<file path="src/rtl/multicycle_controller.sv">
// Moore control FSM for the multicycle MIPS datapath (shared ALU, unified memory).
// Optional jal/jr support is compiled in when the JAL_JR_EN macro is defined.
module multicycle_controller (
  input  logic       clk,
  input  logic       reset,
  input  logic [5:0] op,
  input  logic [5:0] funct,
  input  logic       zero,
  output logic       pcen,
  output logic       memwrite,
  output logic       irwrite,
  output logic       regwrite,
  output logic       iord,
  output logic       alusrca,
  output logic [1:0] alusrcb,
  output logic [1:0] regdst,
  output logic [1:0] memtoreg,
  output logic [1:0] pcsrc,
  output logic [2:0] alucontrol,
  output logic       illegal,
  output logic [3:0] state
);

  typedef enum logic [3:0] {
    ST_FETCH    = 4'd0,
    ST_DECODE   = 4'd1,
    ST_MEMADR   = 4'd2,
    ST_MEMRD    = 4'd3,
    ST_MEMWB    = 4'd4,
    ST_MEMWR    = 4'd5,
    ST_EXECUTE  = 4'd6,
    ST_ALUWB    = 4'd7,
    ST_BRANCH   = 4'd8,
    ST_ADDIEXEC = 4'd9,
    ST_ADDIWB   = 4'd10,
    ST_JUMP     = 4'd11,
    ST_JAL      = 4'd12,
    ST_JR       = 4'd13
  } state_t;

  localparam logic [5:0] OP_RTYPE = 6'b000000;
  localparam logic [5:0] OP_LW    = 6'b100011;
  localparam logic [5:0] OP_SW    = 6'b101011;
  localparam logic [5:0] OP_BEQ   = 6'b000100;
  localparam logic [5:0] OP_ADDI  = 6'b001000;
  localparam logic [5:0] OP_J     = 6'b000010;
`ifdef JAL_JR_EN
  localparam logic [5:0] OP_JAL   = 6'b000011;
  localparam logic [5:0] FN_JR    = 6'b001000;
`endif

  state_t r_state;
  state_t w_next;
  logic   w_pcwrite;
  logic   w_branch;
  logic   w_memwrite;
  logic   w_irwrite;
  logic   w_regwrite;
  logic   w_illegal;

  function automatic logic f_rtype_legal(input logic [5:0] fn);
    case (fn)
      6'b100000, 6'b100010, 6'b100100, 6'b100101, 6'b101010: f_rtype_legal = 1'b1;
      default:                                                f_rtype_legal = 1'b0;
    endcase
  endfunction

  function automatic logic [2:0] f_alu_dec(input logic [5:0] fn);
    case (fn)
      6'b100010: f_alu_dec = 3'b110;
      6'b100100: f_alu_dec = 3'b000;
      6'b100101: f_alu_dec = 3'b001;
      6'b101010: f_alu_dec = 3'b111;
      default:   f_alu_dec = 3'b010;
    endcase
  endfunction

  always_ff @(posedge clk) begin
    if (!reset) r_state <= ST_FETCH;
    else        r_state <= w_next;
  end

  always_comb begin
    w_next     = ST_FETCH;
    w_pcwrite  = 1'b0;
    w_branch   = 1'b0;
    w_memwrite = 1'b0;
    w_irwrite  = 1'b0;
    w_regwrite = 1'b0;
    w_illegal  = 1'b0;
    iord       = 1'b0;
    alusrca    = 1'b0;
    alusrcb    = 2'b00;
    regdst     = 2'b00;
    memtoreg   = 2'b00;
    pcsrc      = 2'b00;
    alucontrol = 3'b010;
    case (r_state)
      ST_FETCH: begin
        w_irwrite = 1'b1;
        alusrcb   = 2'b01;
        w_pcwrite = 1'b1;
        w_next    = ST_DECODE;
      end
      ST_DECODE: begin
        // ALUOut captures the branch target while the opcode is resolved
        alusrcb = 2'b11;
        case (op)
          OP_LW, OP_SW: w_next = ST_MEMADR;
          OP_RTYPE: begin
`ifdef JAL_JR_EN
            if (funct == FN_JR)            w_next = ST_JR;
            else if (f_rtype_legal(funct)) w_next = ST_EXECUTE;
            else                           w_illegal = 1'b1;
`else
            if (f_rtype_legal(funct)) w_next = ST_EXECUTE;
            else                      w_illegal = 1'b1;
`endif
          end
          OP_BEQ:  w_next = ST_BRANCH;
          OP_ADDI: w_next = ST_ADDIEXEC;
          OP_J:    w_next = ST_JUMP;
`ifdef JAL_JR_EN
          OP_JAL:  w_next = ST_JAL;
`endif
          default: w_illegal = 1'b1;
        endcase
      end
      ST_MEMADR: begin
        alusrca = 1'b1;
        alusrcb = 2'b10;
        w_next  = (op == OP_LW) ? ST_MEMRD : ST_MEMWR;
      end
      ST_MEMRD: begin
        iord   = 1'b1;
        w_next = ST_MEMWB;
      end
      ST_MEMWB: begin
        memtoreg   = 2'b01;
        w_regwrite = 1'b1;
      end
      ST_MEMWR: begin
        iord       = 1'b1;
        w_memwrite = 1'b1;
      end
      ST_EXECUTE: begin
        alusrca    = 1'b1;
        alucontrol = f_alu_dec(funct);
        w_next     = ST_ALUWB;
      end
      ST_ALUWB: begin
        regdst     = 2'b01;
        w_regwrite = 1'b1;
      end
      ST_BRANCH: begin
        alusrca    = 1'b1;
        alucontrol = 3'b110;
        pcsrc      = 2'b01;
        w_branch   = 1'b1;
      end
      ST_ADDIEXEC: begin
        alusrca = 1'b1;
        alusrcb = 2'b10;
        w_next  = ST_ADDIWB;
      end
      ST_ADDIWB: begin
        w_regwrite = 1'b1;
      end
      ST_JUMP: begin
        pcsrc     = 2'b10;
        w_pcwrite = 1'b1;
      end
`ifdef JAL_JR_EN
      // Link register takes the already-incremented PC on the same edge the PC jumps
      ST_JAL: begin
        regdst     = 2'b10;
        memtoreg   = 2'b10;
        w_regwrite = 1'b1;
        pcsrc      = 2'b10;
        w_pcwrite  = 1'b1;
      end
      ST_JR: begin
        pcsrc     = 2'b11;
        w_pcwrite = 1'b1;
      end
`endif
      default: w_next = ST_FETCH;
    endcase
  end

  // Write strobes are squashed combinationally so a mid-instruction reset writes nothing
  assign pcen     = reset & (w_pcwrite | (w_branch & zero));
  assign memwrite = reset & w_memwrite;
  assign irwrite  = reset & w_irwrite;
  assign regwrite = reset & w_regwrite;
  assign illegal  = reset & w_illegal;
  assign state    = reset ? r_state : 4'd0;

endmodule
</file>
<file path="config.mk">
export PLATFORM = sky130hd
export DESIGN_NAME = multicycle_controller
export DESIGN_NICKNAME = d
export VERILOG_FILES = /design/src/rtl/multicycle_controller.sv
export SDC_FILE = /design/constraint.sdc
export NUM_CORES = 1
export LEC_CHECK = 0
export BUFFER_PORTS_ARGS = -buffer_cell sky130_fd_sc_hd__buf_2
export CAP_MARGIN = 20
export CORE_MARGIN = 2
export CORE_UTILIZATION = 35
export CTS_CLUSTER_SIZE = 16
export DETAILED_ROUTE_END_ITERATION = 8
export PLACE_DENSITY = 0.66
export SYNTH_ARGS = -nofsm -noshare
export SYNTH_HDL_FRONTEND = slang
export SYNTH_SLANG_ARGS = --single-unit
export TNS_END_PERCENT = 5
</file>
<file path="constraint.sdc">
create_clock -name clk -period 1.65 [get_ports clk]
set_input_delay 0.165 -clock clk [delete_from_list [all_inputs] [get_ports clk]]
set_output_delay 0.165 -clock clk [all_outputs]
set_load 0.005 [all_outputs]
</file>
# == Word level (Yosys, flattened, before mapping) ==
# Cells that the tools add are included.
# Widths: inputs -> output; s select.
# totals
ff_bits,4
elab_cells,63
# op_classes
n_eq_ne,21
mux,24
bitwise,7
n_reduce_logical,10
# op_table
operator,count
$eq 6x6->1 const B,7
$pmux 4 s6,1
$pmux 4 s5,1
$eq 4x3->1 const B,4
$eq 4x4->1 const B,4
$mux 1,14
$pmux 3 s4,1
$reduce_or 5->1,2
$eq 4x2->1 const B,2
$reduce_or 2->1,4
$and 1x1->1,6
$eq 6x2->1 const B,1
$eq 6x3->1 const B,1
$eq 6x4->1 const B,1
$logic_not 6->1,1
$mux 3,2
$pmux 2 s3,1
$pmux 3 s2,1
$eq 4x1->1 const B,1
$logic_not 4->1,1
$mux 4,1
$pmux 2 s2,1
$reduce_or 4->1,1
$reduce_or 3->1,1
2 further kinds,2

# == Longest topological paths before layout ==
# Gate-level depths: netlist of the first run.
# depth
word_depth,9
ltp_mapped,5
ltp_nobuf,4

# == Least setup slack after synthesis of the first run ==
# No wires, ideal clock.
# synth_timing
path_type,in2reg
start,in op[0]
end,reg r_state[2]
setup_ps,67
arrival_ps,1316
required_time_ps,1583
setup_slack_ps,267
stages,4
path_buffers,0
path_cell_list,or4_1 > a2111oi_4 > nand3_2 > a21oi_2
# synth_via
elab_chain_len,4
elab_cells_between_ends,10
cone_classes,eq/ne: 5; mux: 3; reduce/logical: 2
# synth_lines
element,line,source
from (decl),6,"input logic [5:0] op,"
"$eq 6x6->1, on equally long branches","108, 132",
$reduce_or 2->1,108,case (op)
$pmux 4 s5,108,
$pmux 4 s6 (*),98,case (r_state)
to (signal assigned),80,else r_state <= w_next;
to (decl),52,state_t r_state;
# Every way passes the cells marked *; elsewhere a longest branch is shown, timed or not.
# A chain may end at the register's enable or synchronous reset.

# == Final worst setup path of the first run ==
# layout_timing
start,in op[1]
end,out illegal
# layout_via
elab_chain_len,5
elab_cells_between_ends,10
cone_classes,eq/ne: 5; mux: 2; bitwise: 1; reduce/logical: 2
# layout_lines
element,line,source
$eq 6x6->1 (tied with other cells),108,
$reduce_or 5->1 (no line),n/a,
$pmux 1 s2 (*),108,
$mux 1 (*),98,
$and 1x1->1 (*),196,assign illegal = reset & w_illegal;
to (decl),20,"output logic illegal,"
# Marks and branches as above.

==> results of run 1 <==
==> per-stage QoR <==
step	hold WS, ns	setup slack [ns]	util [%]	cell area, sq um
after floorplan	0.341	0.267	-	616
after global placement	0.510	0.0340	48.7	822
after detailed placement	0.519	0.0293	48.7	822
after CTS	0.276	0.0201	50.0	845
after global routing	0.302	0.00481	51.0	861
final	0.269	0.0487	51.0	861
==> final cells by class <==
| type | instances | area, sq um | area share (%) |
|---|---|---|---|
| Sequential cell | 4 | 83.8 | 9.74 |
| Timing Repair Buffer | 41 | 223 | 25.9 |
| Clock buffer | 3 | 22.5 | 2.62 |
| Inverter | 3 | 11.3 | 1.31 |
| Multi-Input combinational cell | 78 | 499 | 58.0 |
| Tap cell | 17 | 21.3 | 2.47 |
==> synthesized netlist by cell type (3+ instances only) <==
| cell | n | area share, % |
|---|---|---|
| nor3_1 | 8 | 6.5 |
| dfxtp_1 | 4 | 13 |
| nand2b_1 | 5 | 5.1 |
| nor2_1 | 13 | 8.0 |
| o21ai_0 | 3 | 2.5 |
| clkbuf_1 | 6 | 3.7 |
| nand2_1 | 6 | 3.7 |
| and2_1 | 4 | 4.1 |
| a31oi_1 | 3 | 3.1 |
| a21oi_1 | 4 | 3.3 |
| inv_1 | 3 | 1.8 |
==> where the power goes <==
part	switching, mW	leakage, nW	internal, mW
Clock	0.0375	0.0138	0.0812
Combinational	0.0558	0.342	0.0529
Sequential	0.00465	0.0341	0.100
==> critical path, cell delays in order <==
cell	delay, ns
buf_2	0.11
or4b_4	0.54
a2111oi_4	0.42
nor4_2	0.07
buf_2	0.13
==> worst max-delay path by stage <==
stage / start / endpoint / slack (ns)
finish: op[1] / illegal / 0.05
CTS: op[0] / illegal / 0.02
global route: op[1] / illegal / 0.005
detailed placement: op[0] / illegal / 0.03
floorplan: op[0] / r_state[2] / 0.27
global placement: op[0] / illegal / 0.03
==> cells by family after synthesis <==
kind of cell / after synthesis
compound gates: 19
xor+xnor: 3
buf+inv: 11
flops: 4
mux: 1
other cells: 1
simple gates: 53
==> metal layers <==
metal  up-vias  track usage, %
li1        402               -
met1       312            21.8
met2        33            30.4
met3         0               0
met4         0            6.86
met5         -               0
==> summary.txt, run 1 <==
Synth Area in Simple Gates -> 48.9%
met3 wire length -> 114 um
n_diodes -> 0
core area -> 1690 sq um
vias per inst -> 5.12
FMAX -> 0.624 GHz
FP Rows -> 15
Adder-Cell Fraction of Synth Area -> 0%
total track usage -> 17.1%
Detail Placement HPWL -> 1300 um
pwr dens -> 386 nW/um^2
Routed WL per cell -> 11.2 um
DRT antenna net count -> 0
hold endpoint -> r_state[3]
DRC -> 0
Top FF cell, synth -> dfxtp_1
total wire length -> 1630 um
number of port buffers -> 34
post-route insts no fill -> 146
postcts setup bufs -> 0
HP Start -> reset
reg2reg setup slack -> 0.34 ns
io pins -> 37
mux contribution to synthesized area -> 1.84%
WL met2 -> 788 um
critical path endpoint category -> primary output
Avg Inst Size Synth -> 6.65 sq um
via count -> 747
count of final max-slew check failures -> 0
worst hold path depth -> 3
placed cells -> 143
Final Hold Viols -> 0
Die H -> 45.8 um
setup TNS -> 0 ns
max_cap viols -> 0
met1 wire length -> 731 um
worst min-delay path class -> in2reg
min Tclk post-route -> 1.60 ns
die width -> 45.8 um
Die ar. -> 2100 sq um
Clock Latency Late Sink -> 0.23 ns
Setup-failing EPs final -> 0
Synth Area in Compound Gates -> 23.3%
fraction of registers with async set/reset -> 0%
reg-to-reg endpoint -> r_state[1]
peak supply drop -> 211 uV
R2R Path Start -> r_state[1]
unique cell type count in the Yosys netlist -> 37
Top Registers -> r_state: 4 flops
commonest non-fill, non-tap cells in the layout -> buf_2 (34), nor2_1 (12), nor3_1 (8)
Data required, critical path -> 1.48 ns
Yosys reg bits -> 4
grt total ovfl -> 0
period utilization -> 97.1%
CTS buffer count -> 3
commonest non-fill, non-tap cell in the layout -> buf_2
Fill cells -> 182
LEAKAGE -> 0.390 nW
clock-pin slew on the worst setup and hold paths -> 0.04 ns
largest family of logic cells by synthesized area -> simple AND/OR/NAND/NOR gates
Arr. time, crit path -> 1.44 ns
Biggest register -> r_state
Post-CTS Resized -> 0
Post-Syn Area -> 612 sq um
largest net degree at the start of global routing -> 15
H-Tree Level Count -> 1
Initial DRC Count -> 12
highest routed layer -> met3
initial antenna violation count -> 0
Syn Inst Count -> 92
post-synthesis sequential area ratio -> 13.1%
initial cell density of the core -> 36.2%
path type of the worst setup path -> in2out
Setup crit start kind -> input port
fraction of layout cells with a size suffix above 1 -> 45.0%
Pre-Repair DR Iteration Count -> 4
CTS tree -> done
EDFF count, synth -> 0
Max Buffers Root-to-Sink -> 2
max reg flops -> 4
worst-case reg-to-reg path depth -> 5
first-pass GRT wire length -> 2680 um
Tot Pwr -> 332 uW
final net count -> 146
Placer Congestion -> 0.763
status -> finished clean
YS warnings -> 0
clk_skew -> 0.000621 ns
CTS sink cnt -> 4
CP max FO -> 3
# hold bufs at CTS -> 0
XOR/XNOR Fraction of Synth Area -> 4.29%
vias in the first global route -> 637
Area growth, synth to finish -> 40.7%
RSZ-0062 raised after global routing -> no
CTS root buffer -> clkbuf_4
Power figures use the tool's default switching activity.
==> run 2: changes to the inputs <==
--- a/config.mk
+++ b/config.mk
@@ -5,13 +5,14 @@
 export SDC_FILE = /design/constraint.sdc
 export NUM_CORES = 1
 export LEC_CHECK = 0
+export ABC_AREA = 1
 export BUFFER_PORTS_ARGS = -buffer_cell sky130_fd_sc_hd__buf_2
 export CAP_MARGIN = 20
 export CORE_MARGIN = 2
 export CORE_UTILIZATION = 35
 export CTS_CLUSTER_SIZE = 16
 export DETAILED_ROUTE_END_ITERATION = 8
-export PLACE_DENSITY = 0.66
+export PLACE_DENSITY = 0.65
 export SYNTH_ARGS = -nofsm -noshare
 export SYNTH_HDL_FRONTEND = slang
 export SYNTH_SLANG_ARGS = --single-unit
==> summary.txt, run 2 <==
fraction of registers with async set/reset -> 0% (unchanged)
CTS buffer count -> 3 (unchanged)
Arr. time, crit path -> 1.41 ns (was 1.44 ns)
Slowest-stage cell, CP -> dfxtp_1 (was or4b_4)
count of final max-slew check failures -> 0 (unchanged)
core area -> 1730 sq um (was 1690 sq um)
commonest non-fill, non-tap cell in the layout -> buf_2 (unchanged)
CP max FO -> 6 (was 3)
CTS root buffer -> clkbuf_4 (unchanged)
n_diodes -> 0 (unchanged)
FMAX -> 0.636 GHz (was 0.624 GHz)
top post-synthesis cells by count -> inv_1 (27), nor2_1 (25), nand2_1 (21) (was nor2_1 (13), nor3_1 (8), clkbuf_1 (6), nand2_1 (6), nand2b_1 (5))
CP peak stage delay -> 0.46 ns (was 0.54 ns)
Setup crit start kind -> register (was input port)
Top Registers -> r_state: 4 flops (unchanged)
clk_skew -> 0.00406 ns (was 0.000621 ns)
CP delay by family, top -> simple AND/OR/NAND/NOR gates (unchanged)
Max Buffers Root-to-Sink -> 2 (unchanged)
most frequent cell after synthesis -> inv_1 (was nor2_1)
Placer Congestion -> 0.867 (was 0.763)
RSZ-0062 raised after global routing -> no (unchanged)
FP Rows -> 15 (unchanged)
Initial DRC Count -> 20 (was 12)
clock-pin slew on the worst setup and hold paths -> 0.04 ns (about the same)
total track usage -> 15.7% (was 17.1%)
Avg Inst Size Synth -> 5.13 sq um (was 6.65 sq um)
Final Hold Viols -> 0 (unchanged)
path type of the worst setup path -> reg2out (was in2out)
die width -> 47.0 um (was 45.8 um)
grt total ovfl -> 0 (unchanged)
DRC -> 0 (unchanged)
pwr dens -> 384 nW/um^2 (was 386 nW/um^2)
top cells by area, synth -> inv_1 (16%), nor2_1 (15%), dfxtp_1 (12%), nand2_1 (12%), nand3_1 (9.3%) (was dfxtp_1 (13%), nor2_1 (8.0%), nor3_1 (6.5%), nand2b_1 (5.1%), a2111oi_4 (4.5%))
via count -> 855 (was 747)
post-synthesis sequential area ratio -> 12.4% (was 13.1%)
unique cell type count in the Yosys netlist -> 19 (was 37)
number of port buffers -> 34 (unchanged)
setup TNS -> 0 ns (unchanged)
commonest non-fill, non-tap cells in the layout -> buf_2 (34), inv_1 (27), nor2_1 (24) (was buf_2 (34), nor2_1 (12), nor3_1 (8))
EDFF count, synth -> 0 (unchanged)
post-route insts no fill -> 186 (was 146)
Setup-failing EPs final -> 0 (unchanged)
Biggest register -> r_state (unchanged)
Syn Inst Count -> 126 (was 92)
Post-Syn Area -> 647 sq um (was 612 sq um)
largest net degree at the start of global routing -> 9 (was 15)
DRT antenna net count -> 0 (unchanged)
# hold bufs at CTS -> 0 (unchanged)
YS warnings -> 0 (unchanged)
CP cell instances -> inv_2 -> nor2_2 -> nand2_2 -> nor2_4 -> nand3_1 -> nor2_1 -> buf_2 (was buf_2 -> or4b_4 -> a2111oi_4 -> nor4_2 -> buf_2)
Top FF cell, synth -> dfxtp_1 (unchanged)
Post-CTS Resized -> 0 (unchanged)
Die ar. -> 2210 sq um (was 2100 sq um)
H-Tree Level Count -> 1 (unchanged)
final net count -> 178 (was 146)
min Tclk post-route -> 1.57 ns (was 1.60 ns)
fraction of layout cells with a size suffix above 1 -> 34.2% (was 45.0%)
Area growth, synth to finish -> 31.9% (was 40.7%)
CP Buf/Inv Count -> 2 (unchanged)
Clock Latency Late Sink -> 0.23 ns (about the same)
initial cell density of the core -> 37.5% (was 36.2%)
vias in the first global route -> 684 (was 637)
total wire length -> 1650 um (was 1630 um)
status -> finished clean (unchanged)
LEAKAGE -> 0.538 nW (was 0.390 nW)
CTS tree -> done (unchanged)
postcts setup bufs -> 0 (unchanged)
period utilization -> 95.3% (was 97.1%)
peak supply drop -> 232 uV (was 211 uV)
critical path endpoint category -> primary output (unchanged)
placed cells -> 183 (was 143)
initial antenna violation count -> 0 (unchanged)
Synth top area share -> 15.7% (was 13.1%)
Data required, critical path -> 1.48 ns (about the same)
worst min-delay path class -> in2reg (unchanged)
Die H -> 47.0 um (was 45.8 um)
Pre-Repair DR Iteration Count -> 4 (unchanged)
CTS sink cnt -> 4 (unchanged)
max_cap viols -> 0 (unchanged)
Routed WL per cell -> 8.88 um (was 11.2 um)
Yosys top cell by area -> inv_1 (was dfxtp_1)
first-pass GRT wire length -> 2620 um (was 2680 um)
Yosys reg bits -> 4 (unchanged)
io pins -> 37 (unchanged)
vias per inst -> 4.60 (was 5.12)
Detail Placement HPWL -> 1420 um (was 1300 um)
max reg flops -> 4 (unchanged)
==> run 2: worst paths after layout <==
check        depth (start not counted)         end  startpoint  slack (ns)
max                                  7     illegal  r_state[0]        0.08
min                                  4  r_state[3]       op[3]        0.28
max reg2reg                          7  r_state[0]  r_state[0]        0.41
min reg2reg                          2  r_state[3]  r_state[3]        0.58
==> run 2: through the flow <==
stage / util (%) / worst slack, ns / hold WS, ns / total power, mW / area (sq um)
4_1_cts: 49.1 / 0.0352 / 0.284 / 0.333 / 848
6_report: 49.4 / 0.0779 / 0.284 / 0.328 / 853
5_1_grt: 49.4 / 0.00524 / 0.304 / 0.351 / 853
3_5_place_dp: 47.8 / 0.292 / 0.528 / 0.211 / 826
2_1_floorplan: - / 0.501 / 0.360 / 0.169 / 651
3_3_place_gp: 47.8 / 0.318 / 0.518 / 0.209 / 826
==> run 2: tightest hold or removal path: cells and delay by family <==
family,cells,cell delay [ns]
buf+inv,1,0.10
simple gates,2,0.12
compound gates,1,0.09
==> run 2: cells by family after synthesis <==
| kind of cell | synth area share (%) |
|---|---|
| other | 0.580 |
| AO/OA/AOI/OAI | 13.2 |
| flip-flops | 12.4 |
| buffers and inverters | 22.0 |
| AND/OR/NAND/NOR | 51.8 |
==> run 2: power breakdown <==
group	leakage [nW]	switching, mW	internal (mW)
registers	0.0336	0.00586	0.100
clock network	0.0138	0.0359	0.0810
logic	0.491	0.0644	0.0403
total	0.538	0.106	0.222
==> run 2: final cells by class <==
type,instances,area [sq um]
timing repair buffer,34,170
inverter,31,116
multi-input combinational,89,430
sequential,4,82.6
fill,199,873
clock buffer,3,22.5
tap,25,31.3
==> run 2: routing by layer <==
layer	GRT usage, %	vias up	part of all wire (%)
li1	-	452	-
met1	18.8	366	44
met2	31.0	37	49
met3	0	0	7.5
met4	3.33	0	0
met5	0	-	0
==> run 3: changes to the inputs <==
--- a/config.mk
+++ b/config.mk
@@ -12,7 +12,7 @@
 export CORE_UTILIZATION = 35
 export CTS_CLUSTER_SIZE = 16
 export DETAILED_ROUTE_END_ITERATION = 8
-export PLACE_DENSITY = 0.65
+export PLACE_DENSITY = 0.75
 export SYNTH_ARGS = -nofsm -noshare
 export SYNTH_HDL_FRONTEND = slang
 export SYNTH_SLANG_ARGS = --single-unit
==> summary.txt, run 3 (synthesized netlist as in run 2, its figures left out) <==
LEAKAGE -> 0.538 nW (unchanged)
number of port buffers -> 34 (unchanged)
Post-CTS Resized -> 0 (unchanged)
FMAX -> 0.650 GHz (was 0.636 GHz)
sequential cell area -> 82.6 sq um (unchanged)
CTS root buffer -> clkbuf_4 (unchanged)
Setup crit end -> alucontrol[1] (was illegal)
largest net degree at the start of global routing -> 9 (unchanged)
via count -> 826 (was 855)
# hold bufs at CTS -> 0 (unchanged)
CP max FO -> 4 (was 6)
die width -> 47.0 um (unchanged)
Routed WL per cell -> 8.53 um (was 8.88 um)
Placer Congestion -> 0.887 (was 0.867)
first-pass GRT wire length -> 2380 um (was 2620 um)
reg-to-reg endpoint -> r_state[0] (unchanged)
placed cells -> 183 (unchanged)
total track usage -> 14.5% (was 15.7%)
Area growth, synth to finish -> 31.9% (unchanged)
final net count -> 178 (unchanged)
Data required, critical path -> 1.48 ns (about the same)
commonest non-fill, non-tap cell in the layout -> buf_2 (unchanged)
total wire length -> 1590 um (was 1650 um)
clock-pin slew on the worst setup and hold paths -> 0.04 ns (about the same)
max reg flops -> 4 (unchanged)
critical path endpoint category -> primary output (unchanged)
peak supply drop -> 238 uV (was 232 uV)
Crit. Startpoint -> r_state[2] (was r_state[0])
Die H -> 47.0 um (unchanged)
reg2reg setup slack -> 0.45 ns (was 0.41 ns)
min Tclk post-route -> 1.54 ns (was 1.57 ns)
vias in the first global route -> 621 (was 684)
status -> finished clean (unchanged)
io pins -> 37 (unchanged)
Initial DRC Count -> 7 (was 20)
worst min-delay path class -> in2reg (unchanged)
n_diodes -> 0 (unchanged)
clk_skew -> 0.00432 ns (was 0.00406 ns)
Arr. time, crit path -> 1.37 ns (was 1.41 ns)
Max Buffers Root-to-Sink -> 2 (unchanged)
HP Start -> op[3] (unchanged)
setup TNS -> 0 ns (unchanged)
grt total ovfl -> 0 (unchanged)
max_cap viols -> 0 (unchanged)
Detail Placement HPWL -> 1380 um (was 1420 um)
initial cell density of the core -> 37.5% (unchanged)
initial antenna violation count -> 0 (unchanged)
vias per inst -> 4.44 (was 4.60)
Die ar. -> 2210 sq um (unchanged)
CTS buffer count -> 3 (unchanged)
Setup crit start kind -> register (unchanged)
DRC -> 0 (unchanged)
Setup-failing EPs final -> 0 (unchanged)
Top Registers -> r_state: 4 flops (unchanged)
post-route insts no fill -> 186 (unchanged)
count of final max-slew check failures -> 0 (unchanged)
Pre-Repair DR Iteration Count -> 4 (unchanged)
multi-input logic area -> 430 sq um (unchanged)
commonest non-fill, non-tap cells in the layout -> buf_2 (34), inv_1 (27), nor2_1 (24) (unchanged)
CTS tree -> done (unchanged)
Biggest register -> r_state (unchanged)
Final Hold Viols -> 0 (unchanged)
CTS sink cnt -> 4 (unchanged)
R2R Path Start -> r_state[0] (unchanged)
pwr dens -> 386 nW/um^2 (was 384 nW/um^2)
RSZ-0062 raised after global routing -> no (unchanged)
period utilization -> 93.2% (was 95.3%)
H-Tree Level Count -> 1 (unchanged)
fraction of layout cells with a size suffix above 1 -> 34.2% (unchanged)
path type of the worst setup path -> reg2out (unchanged)
Fill cells -> 193 (was 199)
postcts setup bufs -> 0 (unchanged)
Clock Latency Late Sink -> 0.24 ns (was 0.23 ns)
DRT antenna net count -> 0 (unchanged)
FP Rows -> 15 (unchanged)
core area -> 1730 sq um (unchanged)
worst-case reg-to-reg path depth -> 7 (unchanged)
-- run 3: stage by stage --
stage          cell area (sq um)  util (%)  setup slack (ns)  total power, mW  hold WS, ns
3_3_place_gp                 826      47.8             0.332            0.208        0.523
4_1_cts                      848      49.1            0.0266            0.333        0.283
6_report                     853      49.4             0.111            0.329        0.277
5_1_grt                      853      49.4            0.0106            0.357        0.298
3_5_place_dp                 826      47.8             0.282            0.210        0.529
2_1_floorplan                651         -             0.501            0.169        0.360
-- run 3: per-layer routing --
layer	part of all wire (%)	up-vias	track usage, %
met4	1.4	0	5.00
met1	44	346	19.1
met5	0	-	0
met2	49	23	24.7
met3	5.7	2	1.54
li1	-	455	-
-- run 3: final cells by class --
type                            instances  share of cell area, %
Sequential cell                         4                   9.68
Tap cell                               25                   3.67
Multi-Input combinational cell         89                   50.4
Inverter                               31                   13.6
Clock buffer                            3                   2.64
Timing Repair Buffer                   34                   19.9
-- run 3: power breakdown --
| group | internal (mW) | leakage (nW) | total, mW | switching [mW] |
|---|---|---|---|---|
| Combinational | 0.0403 | 0.491 | 0.104 | 0.0637 |
| Sequential | 0.100 | 0.0336 | 0.106 | 0.00545 |
| Clock | 0.0812 | 0.0138 | 0.119 | 0.0382 |
| Total | 0.222 | 0.538 | 0.329 | 0.107 |
-- run 3: how the worst min path moves through the flow --
stage | slack (ns) | end | cells after the start
2_1_floorplan | 0.36 | r_state[0] | 2
3_3_place_gp | 0.52 | r_state[3] | 4
3_5_place_dp | 0.53 | r_state[3] | 4
4_1_cts | 0.28 | r_state[3] | 4
5_1_grt | 0.30 | r_state[3] | 4
6_report | 0.28 | r_state[3] | 4
-- run 3: worst max-delay path, cell delays in order, from the launching register on --
cell and delay [ns]:
dfxtp_1 0.35, inv_1 0.08, nor2_2 0.16, nand2_1 0.12, or2_2 0.30, buf_2 0.13
